File: config.mk
export PLATFORM = sky130hd
export DESIGN_NAME = fetch_unit
export DESIGN_NICKNAME = d
export VERILOG_FILES = /design/src/rtl/fetch_unit.sv
export SDC_FILE = /design/constraint.sdc
export NUM_CORES = 1
export LEC_CHECK = 0
export BUFFER_PORTS_ARGS = -buffer_cell sky130_fd_sc_hd__buf_2
export CAP_MARGIN = 10
export CELL_PAD_IN_SITES_DETAIL_PLACEMENT = 0
export CELL_PAD_IN_SITES_GLOBAL_PLACEMENT = 1
export CORE_ASPECT_RATIO = 0.75
export CORE_MARGIN = 5
export CORE_UTILIZATION = 33
export CTS_CLUSTER_SIZE = 14
export DETAILED_ROUTE_END_ITERATION = 7
export PLACE_DENSITY_LB_ADDON = 0.1
export SKIP_CTS_REPAIR_TIMING = 1
export SLEW_MARGIN = 30
export SYNTH_ARGS = -nofsm -noshare
export SYNTH_HDL_FRONTEND = slang
export SYNTH_SLANG_ARGS = --single-unit
File: constraint.sdc
create_clock -name clk -period 3.2 [get_ports clk]
set_input_delay 0.64 -clock clk [delete_from_list [all_inputs] [get_ports clk]]
set_output_delay 0.64 -clock clk [all_outputs]
set_load 0.02 [all_outputs]
File: src/rtl/fetch_unit.sv
`default_nettype none
// ============================================================================
//  Module      : fetch_unit
//  Description : Instruction-fetch stage of the 5-stage RV64 pipeline. Owns
//                the program counter, presents it to instruction memory every
//                cycle and captures the returned word into the IF/ID register.
//                Handles load-use stall, branch redirect/flush, end-of-program
//                detection, a sticky misaligned-target flag and a counter of
//                valid instructions loaded into IF/ID.
//  Revision    : 1.0 - initial release
// ----------------------------------------------------------------------------
//  Ports
//    clk               in   1   rising-edge clock
//    reset             in   1   synchronous active-high reset
//    stall             in   1   hold PC, IF/ID and fetch_count
//    branch_taken      in   1   redirect to branch_target, flush IF/ID
//    branch_target     in  64   redirect byte address
//    inst_address      out 64   fetch address to instruction memory (= pc)
//    instruction_in    in  32   instruction memory read data for inst_address
//    if_id_pc          out 64   PC of the instruction held in IF/ID
//    if_id_instruction out 32   instruction held in IF/ID
//    if_id_valid       out  1   IF/ID holds a real instruction
//    fetch_done        out  1   pc is past the end of program
//    misaligned_fault  out  1   sticky: a redirect target was not word aligned
//    fetch_count       out 32   valid instructions loaded since reset
// ============================================================================
module fetch_unit #(
   parameter logic [63:0] RESET_PC   = 64'd0,
   parameter logic [63:0] IMEM_BYTES = 64'd124,
   parameter logic [31:0] NOP_INST   = 32'h0000_0013
) (
   input  logic        clk,
   input  logic        reset,
   input  logic        stall,
   input  logic        branch_taken,
   input  logic [63:0] branch_target,
   output logic [63:0] inst_address,
   input  logic [31:0] instruction_in,
   output logic [63:0] if_id_pc,
   output logic [31:0] if_id_instruction,
   output logic        if_id_valid,
   output logic        fetch_done,
   output logic        misaligned_fault,
   output logic [31:0] fetch_count
);

   logic [63:0] pc_q,          pc_d;
   logic [63:0] if_id_pc_q,    if_id_pc_d;
   logic [31:0] if_id_inst_q,  if_id_inst_d;
   logic        if_id_valid_q, if_id_valid_d;
   logic        fault_q,       fault_d;
   logic [31:0] count_q,       count_d;
   logic        done_w;

   // End of program is judged on the registered pc only, so fetch_done never
   // depends combinationally on any input.
   assign done_w = (pc_q >= IMEM_BYTES);

   always_comb begin
      // Default: everything holds (covers the stall case).
      pc_d          = pc_q;
      if_id_pc_d    = if_id_pc_q;
      if_id_inst_d  = if_id_inst_q;
      if_id_valid_d = if_id_valid_q;
      fault_d       = fault_q;
      count_d       = count_q;

      if (branch_taken) begin
         // Redirect wins over stall; the word fetched this cycle is dropped
         // and replaced by a bubble. Low address bits are forced to zero and
         // a non-zero value is remembered as a sticky fault.
         pc_d          = {branch_target[63:2], 2'b00};
         if_id_pc_d    = 64'd0;
         if_id_inst_d  = NOP_INST;
         if_id_valid_d = 1'b0;
         if (branch_target[1:0] != 2'b00) begin
            fault_d = 1'b1;
         end
      end else if (stall) begin
         // hold
      end else if (done_w) begin
         // Past the end: park the pc and keep feeding bubbles. instruction_in
         // is deliberately not looked at here.
         if_id_pc_d    = 64'd0;
         if_id_inst_d  = NOP_INST;
         if_id_valid_d = 1'b0;
      end else begin
         pc_d          = pc_q + 64'd4;
         if_id_pc_d    = pc_q;
         if_id_inst_d  = instruction_in;
         if_id_valid_d = 1'b1;
         count_d       = count_q + 32'd1;
      end
   end

   always_ff @(posedge clk) begin
      if (reset) begin
         pc_q          <= RESET_PC;
         if_id_pc_q    <= 64'd0;
         if_id_inst_q  <= NOP_INST;
         if_id_valid_q <= 1'b0;
         fault_q       <= 1'b0;
         count_q       <= 32'd0;
      end else begin
         pc_q          <= pc_d;
         if_id_pc_q    <= if_id_pc_d;
         if_id_inst_q  <= if_id_inst_d;
         if_id_valid_q <= if_id_valid_d;
         fault_q       <= fault_d;
         count_q       <= count_d;
      end
   end

   assign inst_address      = pc_q;
   assign fetch_done        = done_w;
   assign if_id_pc          = if_id_pc_q;
   assign if_id_instruction = if_id_inst_q;
   assign if_id_valid       = if_id_valid_q;
   assign misaligned_fault  = fault_q;
   assign fetch_count       = count_q;

endmodule
`default_nettype wire

# After elaboration in Yosys (flattened, before gate mapping)
# Cells that the tools add are included.
[totals] reg_bits=194 output_inout_bits=195 inputBits=100
[classes] add_sub_neg=2 n_lt_le_gt_ge=1 n_bitwise=3 n_reduce_logical=6 n_eq_ne=2 n_mux=6
[ops] op="64-bit 2-to-1 mux" n=4
[ops] op="64-bit by 3-bit adder with 64-bit output (second input constant)" n=1
[ops] op="64-bit by 7-bit greater-or-equal comparator with 1-bit output (second input constant)" n=1
[ops] op="32-bit by 1-bit adder with 32-bit output (second input constant)" n=1
[ops] op="32-bit 2-to-1 mux" n=1
[ops] op="2-bit AND reduction" n=3
[ops] op="1-bit inverter" n=3
[ops] op="3-bit AND reduction" n=1
[ops] op="2-bit by 1-bit != test with 1-bit output (second input constant)" n=1
[ops] op="2-bit != test (second input constant)" n=1
[ops] op="2-bit nonzero test" n=1
[ops] op="2-bit OR reduction" n=1
[ops] op="1-bit 2-to-1 mux" n=1

# Logic depth before layout (Yosys ltp)
# Gate-level depths: netlist (run 1).
[depth] depth_word=4 mapped_depth=8 ltp_nobuf=7

# Worst setup path before layout (run 1)
# OpenSTA, ideal clock, no wires.
[synth_timing] kind="flip-flop to output port" startpoint="register pc_q[2] (netlist: inst_address[2])" endpoint="output port fetch_done" slack_ns=0.818 stages_incl_launch_ff=6 t_required_ns=2.560 path_buffers=0 arrival_ns=1.742 cell_sequence="dfxtp_1 > ha_1 > nand4_1 > nand4_1 > nor3_1 > inv_1"
[synth_via] elab_chain_len=1
[synth_lines] item="start: declaration" line_no="47" source="logic [63:0] pc_q, pc_d;"
[synth_lines] item="start signal: assignment" line_no="105" source="pc_q <= pc_d;"
[synth_lines] item="64-bit by 7-bit greater-or-equal comparator with 1-bit output" line_no="57" source="assign done_w = (pc_q >= IMEM_BYTES);"
[synth_lines] item="end: declaration" line_no="42" source="output logic fetch_done,"
# No other way between the ends.

# Worst setup path after layout (run 1)
[layout_timing] startpoint="register pc_q[15] (netlist: inst_address[15])" endpoint="output port fetch_done"
# The elaborated chain is that of the path after synthesis.

==> metrics.yaml, run 1 <==
vias_per_cell: 4.58
finalWirelength_mm: 21.0
min_period_ns: 2.94
synth_cell_type_count: 39
fmax_mhz: 340
yosysTopAreaCellShare_pct: 54.2
pre_cts_ws_ns: 0.499
yosysWarningCount: 0
p_leak_nw: 4.56
syn_avg_cell_area_um2: 9.51
finalSetupViolCount: 0
final_max_slew_viol_count: 0
clk_pin_slew_worst_paths_ns: 0.09
synth-edff-count: 0
drive_above_1_share_pct: 33.5
finalSetupTns_ns: 0
insertion_delay_ns: 0.43
slew-limit-headroom_pct: 43.4
utilization_pct: 44.4
r2r-start: "inst_address[15]$_SDFFE_PP0P_"
critPathKind: "reg2out"
cp_slowest_cell: "nor4_1"
hold_start: "branch_target[46]"
cts_tree: "yes"
grt.overflow.total: 0
hpwl_mm: 15.0
synth_area_leaders: "dfxtp_1 (54%), mux2i_1 (8.0%), and3_1 (5.8%)"
fin_skew_ns: 0.0131
cts-root-buf: "clkbuf_16"
drc: 0
area.growth.synth_to_final_pct: 33.3
die_w_um: 178
syn-cell-area_um2: 7020
crit_arrival_ns: 2.30
numCtsBuffers: 17
rsz0062_at_grt: "false"
async_flop_share_pct: 0
hold_viol: 0
critPathCaptureType: "primary output"
timing.rr.end: "fetch_count[27]$_SDFFE_PP0P_"
r2r_cells: 6
whs_path_depth: 3
htree_levels: 4
ys_seq_area_share_pct: 54.2
fin_ws_ns: 0.262
synth_cells: 738
synth_seq_cells: 190
yosys-top-cells-count: "dfxtp_1 (190), nor2_1 (88), and3_1 (65)"
crit_chain: "nor4_1, nand4_1, nor3_2, inv_1, buf_2"
vias: 5984
hold_path_end: "inst_address[46]$_SDFFE_PP0P_"
cp_slowest_stage_delay_ns: 0.47
num_io_pins: 295
fill_cells: 2143
routedWlPerCell_um: 16.0
grt_pass1_vias: 5731
globalplace.congestion: 0.730
dieHeight_um: 136
synthFlopType: "dfxtp_1"
drt-initial-drc-count: 272
die_area_um2: 24300
power_mw: 5.10
min_path_type: "in2reg"
crit_path_max_fanout: 6
worstMarginPinSlew_ns: 0.850
grt_max_degree: 73
p_per_area_nw_per_um2: 545
initial_utilization_pct: 33.3
synth.most_common_cell: "dfxtp_1"
antenna_found_initial: 4
outcome: "completed"
num_rows: 46
reg2reg_slack_ns: 0.47
first_pass_iters: 4
peakVddDrop_mv: 0.313
fin_crit_sh_pct: 91.8
cp-start-kind: "register"
synth_area_leader_cell: "dfxtp_1"
core_area_um2: 21100
grt_use_total_pct: 16.5
cap_violations: 0
grt_pass1_wl_mm: 31.8
io_buffers: 290
cts.sink_count: 190
nets: 1105
cts.path.max_buffers: 2
ant_nets: 0
required_ns: 2.56
cells in the final DEF (no fill, tap or decap), drive strengths merged:
master  count
and2        2
a221oi      3
or3         6
clkbuf     17
clkinv      5
xor2       19
or4         3
o21ai      12
nand4b      1
inv        21
nor3       12
dfxtp     190
and4        6
or2         4
a21oi      48
nand3      17
nor2       88
nand4      22
diode       2
nand3b     34
and3       65
a21o        3
nand2      45
o31ai       2
nor4       15
nor4b       1
xnor2       3
ha          2
buf       299
mux2i      56
o21a        3
conb        4
nand2b      1
a22oi       1
nor2b       6
area by class of cell:
| type | instances | area, µm² | share of cell area (%) |
|---|---|---|---|
| Timing Repair Buffer | 299 | 1520 | 16.3 |
| Sequential cell | 190 | 3800 | 40.7 |
| Tap cell | 288 | 360 | 3.85 |
| Multi-Input combinational cell | 484 | 2970 | 31.7 |
| Antenna cell | 2 | 5.00 | 0.0535 |
| Clock inverter | 15 | 229 | 2.45 |
| Inverter | 11 | 41.3 | 0.441 |
| Clock buffer | 17 | 425 | 4.55 |
metal layers:
| metal | vias up | wire, µm | share of wire, % | global-route usage (%) |
|---|---|---|---|---|
| met4 | 6 | 325 | 1.6 | 4.81 |
| li1 | 3094 | - | - | - |
| met2 | 177 | 9110 | 43 | 24.6 |
| met5 | - | 34 | 0.16 | 0 |
| met1 | 2686 | 9650 | 46 | 22.0 |
| met3 | 21 | 1840 | 8.8 | 6.70 |
worst max-delay path by stage:
stage | depth (start not counted) | to | from
2_1_floorplan | 5 | fetch_done | inst_address[2]$_SDFFE_PP0P_
3_3_place_gp | 6 | fetch_count[27]$_SDFFE_PP0P_ | inst_address[15]$_SDFFE_PP0P_
3_5_place_dp | 6 | fetch_count[27]$_SDFFE_PP0P_ | inst_address[15]$_SDFFE_PP0P_
4_1_cts | 5 | fetch_done | inst_address[15]$_SDFFE_PP0P_
5_1_grt | 5 | fetch_done | inst_address[15]$_SDFFE_PP0P_
6_report | 5 | fetch_done | inst_address[15]$_SDFFE_PP0P_
registers in the layout, summed over array words and instances (netlist names):
| name | count |
|---|---|
| fetch_count | 32 |
| if_id_instruction | 32 |
| misaligned_fault | 1 |
| inst_address | 62 |
| if_id_pc | 62 |
| if_id_valid | 1 |
logic make-up after synthesis:
group                      share of synthesized area (%)
adders and majority gates                          0.356
muxes                                               7.98
AOI/OAI and AO/OA                                   5.61
xor gates and xnor gates                            2.74
buffers and inverters                               3.81
and+or+nand+nor                                     25.3
DFF                                                 54.2
other                                             0.0534
report_power, final:
part	switching [mW]	total, mW	internal [mW]	leakage (nW)
clock	1.15	2.27	1.12	0.314
combinational	0.233	0.385	0.151	2.71
sequential	0.0394	2.45	2.41	1.54
total	1.42	5.10	3.68	4.56
through the flow:
stage,instance area (µm²),cells,hold WS (ns)
finish,9360,1306,0.438
detailed placement,8700,1272,0.439
global placement,8700,1272,0.436
global route,9360,1306,0.433
floorplan,7030,741,0.522
CTS,9350,1304,0.412
critical path, delay by kind of cell (launching register included):
kind	cells	cell delay [ns]
buffers and inverters	2	0.32
DFF	1	0.33
and+or+nand+nor	3	1.24
Power figures use the tool's default switching activity.
==> inputs of run 2 (changes only) <==
--- a/config.mk
+++ b/config.mk
@@ -12,6 +12,7 @@
 export CORE_ASPECT_RATIO = 0.75
 export CORE_MARGIN = 5
 export CORE_UTILIZATION = 33
+export CTS_BUF_LIST = sky130_fd_sc_hd__clkbuf_2 sky130_fd_sc_hd__clkbuf_4 sky130_fd_sc_hd__clkbuf_8
 export CTS_CLUSTER_SIZE = 14
 export DETAILED_ROUTE_END_ITERATION = 7
 export PLACE_DENSITY_LB_ADDON = 0.1
==> run 2 against run 1 <==
Against the previous run:
- cell area is 2.0% lower
- setup slack better by 0.13 ns
- core utilization is 0.87 points lower
- worst hold slack worse by 0.047 ns
- die area stayed put
- flip-flop and latch count stayed put
- clock skew is 0.0066 ns higher
- final cell count hardly changed
- wire length hardly changed
- clock power is 23% lower
- critical path depth is 1 higher
- sequential power hardly changed
- critical path type unchanged
- critical endpoint unchanged
- largest power group unchanged
==> metrics.yaml, run 2 (synthesized netlist as in run 1, its figures left out) <==
finalWirelength_mm: 21.0
crit_chain: "nor4_1, and4_1, nand3_1, nor3_2, inv_1, buf_2"
power_mw: 4.59
p_seq_share_pct: 53.5
fin_crit_sh_pct: 87.8
min_period_ns: 2.81
fin_ws_ns: 0.391
numCtsBuffers: 17
internal_power_mw: 3.22
cap_violations: 0
area.growth.synth_to_final_pct: 30.7
multiInputGateArea_um2: 2970
vias: 6003
p_clk_share_pct: 38.1
initial_utilization_pct: 33.3
peakVddDrop_mv: 0.235
ant_nets: 0
worstMarginPinSlew_ns: 0.855
fill_cells: 2176
pre_cts_ws_ns: 0.499
slew-limit-headroom_pct: 43.0
critPathCaptureType: "primary output"
fin_cells: 1307
io_buffers: 290
dp.cells: 1272
vias_per_cell: 4.59
num_rows: 46
regArea_um2: 3800
cp_slowest_cell: "dfxtp_1"
cts_tree: "yes"
fmax_mhz: 356
grt_use_total_pct: 16.5
crit_path_max_fanout: 4
layout_common_cells: "buf_2 (288), dfxtp_1 (190), nor2_1 (87)"
nets: 1106
required_ns: 2.56
die_w_um: 178
hold_viol: 0
drt-initial-drc-count: 253
p_leak_nw: 4.48
grt_pass1_vias: 5739
first_pass_iters: 5
cts-root-buf: "clkbuf_8"
grt_pass1_wl_mm: 31.7
final_common_cell: "buf_2"
htree_levels: 4
globalplace.congestion: 0.730
outcome: "completed"
netSwitchingPower_mw: 1.36
die_area_um2: 24300
p_per_area_nw_per_um2: 500
min_path_type: "in2reg"
dieHeight_um: 136
finalSetupTns_ns: 0
rsz0062_at_grt: "false"
cp_slowest_stage_delay_ns: 0.34
finalSetupViolCount: 0
cp-start-kind: "register"
clk_pin_slew_worst_paths_ns: 0.13
grt_max_degree: 73
crit_arrival_ns: 2.17
drive_above_1_share_pct: 33.5
combPwrFrac_pct: 8.4
critPathKind: "reg2out"
final_max_slew_viol_count: 0
antenna_found_initial: 4
switching_share_pct: 29.7
fin_skew_ns: 0.0196
utilization_pct: 43.5
core_area_um2: 21100
grt.overflow.total: 0
insertion_delay_ns: 0.47
cts.sink_count: 190
cts.path.max_buffers: 2
hpwl_mm: 15.0
routedWlPerCell_um: 16.0
num_io_pins: 295
drc: 0
==> run 2: cell types whose count changed in the layout (fill, tap and decap cells not counted) <==
cell,change
buf_4,+1
clkbuf_16,-17
clkbuf_8,+17
==> run 2: final cells by class <==
cell class	instances	share of cell area, %
multi-input combinational	484	32.4
clock buffer	17	2.55
tap	288	3.93
sequential	190	41.5
inverter	11	0.450
timing repair buffer	300	16.7
clock inverter	15	2.50
antenna	2	0.0546
==> run 2: critical path: cells and delay by family, from the launching register on <==
| family | cells | cell delay [ns] |
|---|---|---|
| flip-flops | 1 | 0.34 |
| AND/OR/NAND/NOR | 4 | 1.05 |
| buffers and inverters | 2 | 0.32 |
==> run 2: per-layer routing <==
| layer | vias to the layer above | GRT usage, % | part of all wire, % |
|---|---|---|---|
| met5 | - | 0 | 0.16 |
| met2 | 184 | 24.6 | 43 |
| met4 | 6 | 4.69 | 1.7 |
| met3 | 23 | 6.78 | 9.0 |
| li1 | 3089 | - | - |
| met1 | 2701 | 22.0 | 46 |
==> run 2: final timing paths <==
path                                      start                            end  slack [ns]  cells after the start
hold / removal                branch_target[46]  inst_address[46]$_SDFFE_PP0P_        0.39                      3
hold reg to reg   misaligned_fault$_SDFFE_PP0P_  misaligned_fault$_SDFFE_PP0P_        0.45                      2
setup / recovery  inst_address[10]$_SDFFE_PP0P_                     fetch_done        0.39                      6
setup reg to reg  inst_address[15]$_SDFFE_PP0P_   fetch_count[27]$_SDFFE_PP0P_        0.55                      7
==> run 2: through the flow <==
step	hold slack, ns	instance area [µm²]
after floorplan	0.522	7030
after global placement	0.436	8700
after detailed placement	0.439	8700
after CTS	0.351	9160
after global routing	0.366	9170
final	0.391	9170
==> run 2: power groups by stage <==
stage	Sequential (mW)	Clock [mW]	Combinational, mW
2_1_floorplan	2.56	0	0.175
3_3_place_gp	2.50	0	0.394
3_5_place_dp	2.51	0	0.391
4_1_cts	2.45	1.82	0.392
5_1_grt	2.46	1.91	0.424
6_report	2.45	1.75	0.387
==> inputs of run 3 (changes only) <==
--- a/config.mk
+++ b/config.mk
@@ -8,16 +8,16 @@
 export BUFFER_PORTS_ARGS = -buffer_cell sky130_fd_sc_hd__buf_2
 export CAP_MARGIN = 10
 export CELL_PAD_IN_SITES_DETAIL_PLACEMENT = 0
-export CELL_PAD_IN_SITES_GLOBAL_PLACEMENT = 1
+export CELL_PAD_IN_SITES_GLOBAL_PLACEMENT = 2
 export CORE_ASPECT_RATIO = 0.75
 export CORE_MARGIN = 5
-export CORE_UTILIZATION = 33
+export CORE_UTILIZATION = 30
 export CTS_BUF_LIST = sky130_fd_sc_hd__clkbuf_2 sky130_fd_sc_hd__clkbuf_4 sky130_fd_sc_hd__clkbuf_8
 export CTS_CLUSTER_SIZE = 14
 export DETAILED_ROUTE_END_ITERATION = 7
 export PLACE_DENSITY_LB_ADDON = 0.1
 export SKIP_CTS_REPAIR_TIMING = 1
-export SLEW_MARGIN = 30
+export SLEW_MARGIN = 20
 export SYNTH_ARGS = -nofsm -noshare
 export SYNTH_HDL_FRONTEND = slang
 export SYNTH_SLANG_ARGS = --single-unit
==> run 3 against run 2 <==
Against the previous run:
- cell area shrank 0.57%
- first-iteration DRC count shrank 16%
- sequential power is essentially flat
- clock skew shrank 0.00057 ns
- setup slack lost 0.042 ns
- core utilization shrank 3.9 points
- via count grew 0.93%
- sequential share of layout area grew 0.24 points
- final cell count grew 0.69%
- critical endpoint unchanged
- clock-buffer cell count grew 1
==> metrics.yaml, run 3 (synthesized netlist as in run 1, its figures left out) <==
outcome: "completed"
die_area_um2: 26600
final_max_slew_viol_count: 0
htree_levels: 4
clk_pin_slew_worst_paths_ns: 0.11
critPathCaptureType: "primary output"
fin_cells: 1316
insertion_delay_ns: 0.48
grt_pass1_wl_mm: 34.1
num_io_pins: 295
layout_common_cells: "buf_2 (288), dfxtp_1 (190), nor2_1 (87)"
drive_above_1_share_pct: 33.4
peakVddDrop_mv: 0.231
cts.path.max_buffers: 2
fmax_mhz: 351
fin_crit_sh_pct: 89.1
hpwl_mm: 15.7
critPathKind: "reg2out"
dp.cells: 1283
regArea_um2: 3800
globalplace.congestion: 0.731
area.growth.synth_to_final_pct: 29.9
vias: 6059
grt_pass1_vias: 5921
nets: 1104
ant_nets: 0
multiInputGateArea_um2: 2970
min_period_ns: 2.85
drc: 0
rsz0062_at_grt: "false"
routedWlPerCell_um: 16.8
cts-root-buf: "clkbuf_8"
p_leak_nw: 4.45
vias_per_cell: 4.60
crit_path_max_fanout: 6
cts_tree: "yes"
finalSetupTns_ns: 0
min_path_type: "in2reg"
fin_skew_ns: 0.0191
finalSetupViolCount: 0
fill_cells: 2380
antenna_found_initial: 8
initial_utilization_pct: 30.5
cts.sink_count: 190
crit_arrival_ns: 2.21
io_buffers: 290
num_rows: 48
slew-limit-headroom_pct: 44.2
finalWirelength_mm: 22.2
worstMarginPinSlew_ns: 0.825
final_common_cell: "buf_2"
cp-start-kind: "register"
drt-initial-drc-count: 212
grt_use_total_pct: 16.0
first_pass_iters: 5
p_per_area_nw_per_um2: 493
cap_violations: 0
numCtsBuffers: 17
die_w_um: 187
grt.overflow.total: 0
required_ns: 2.56
dieHeight_um: 142
hold_viol: 0
core_area_um2: 23000
grt_max_degree: 133
==> run 3: cell types whose count changed in the layout (fill, tap and decap cells not counted) <==
cell / change
buf_4: -3
buf_6: +1
bufinv_16: +1
clkbuf_4: +1
clkinv_4: +2
clkinv_8: -3
clkinvlp_4: +1
diode_2: -1
inv_12: -6
inv_16: -2
inv_6: -1
inv_8: +7
==> run 3: report_power, final <==
part	switching [mW]	leakage [nW]	internal [mW]
clock	0.988	0.207	0.674
sequential	0.0393	1.54	2.41
combinational	0.236	2.70	0.151
==> run 3: final cells by class <==
class                           instances  share of cell area [%]
Antenna cell                            1                  0.0274
Timing Repair Buffer                  298                    16.7
Multi-Input combinational cell        484                    32.5
Sequential cell                       190                    41.7
Inverter                               11                   0.453
Clock inverter                         14                    1.84
Clock buffer                           18                    2.65
Tap cell                              300                    4.12
==> run 3: worst paths after layout <==
| kind | slack [ns] | cells past startpoint | start | to |
|---|---|---|---|---|
| hold / removal | 0.39 | 3 | branch_target[18] | inst_address[18]$_SDFFE_PP0P_ |
| setup reg to reg | 0.58 | 6 | inst_address[63]$_SDFFE_PP0P_ | fetch_count[27]$_SDFFE_PP0P_ |
| setup / recovery | 0.35 | 5 | inst_address[63]$_SDFFE_PP0P_ | fetch_done |
| hold reg to reg | 0.45 | 2 | misaligned_fault$_SDFFE_PP0P_ | misaligned_fault$_SDFFE_PP0P_ |
==> run 3: stage by stage <==
| step | hold slack (ns) | worst slack [ns] | cell area [µm²] | utilization (%) | power (mW) |
|---|---|---|---|---|---|
| 2_1_floorplan | 0.522 | 0.818 | 7030 | - | 2.73 |
| 3_3_place_gp | 0.434 | 0.597 | 8700 | 37.8 | 2.90 |
| 3_5_place_dp | 0.438 | 0.558 | 8700 | 37.8 | 2.90 |
| 4_1_cts | 0.348 | 0.239 | 9110 | 39.6 | 4.58 |
| 5_1_grt | 0.352 | 0.0990 | 9120 | 39.6 | 4.71 |
| 6_report | 0.393 | 0.349 | 9120 | 39.6 | 4.50 |
==> run 3: worst max-delay path, cell delays in order, from the launching register on <==
cell	delay (ns)
dfxtp_1	0.33
nor4_1	0.41
nand4_1	0.37
nor3_2	0.30
inv_1	0.15
buf_2	0.19
==> run 3: routing by layer <==
layer  part of all wire (%)  vias to the layer above  track usage (%)
met5                   0.35                        -                0
met4                    1.4                       14             4.45
met3                    8.5                       29             7.63
met2                     44                      189             23.7
met1                     46                     2747             21.0
li1                       -                     3080                -
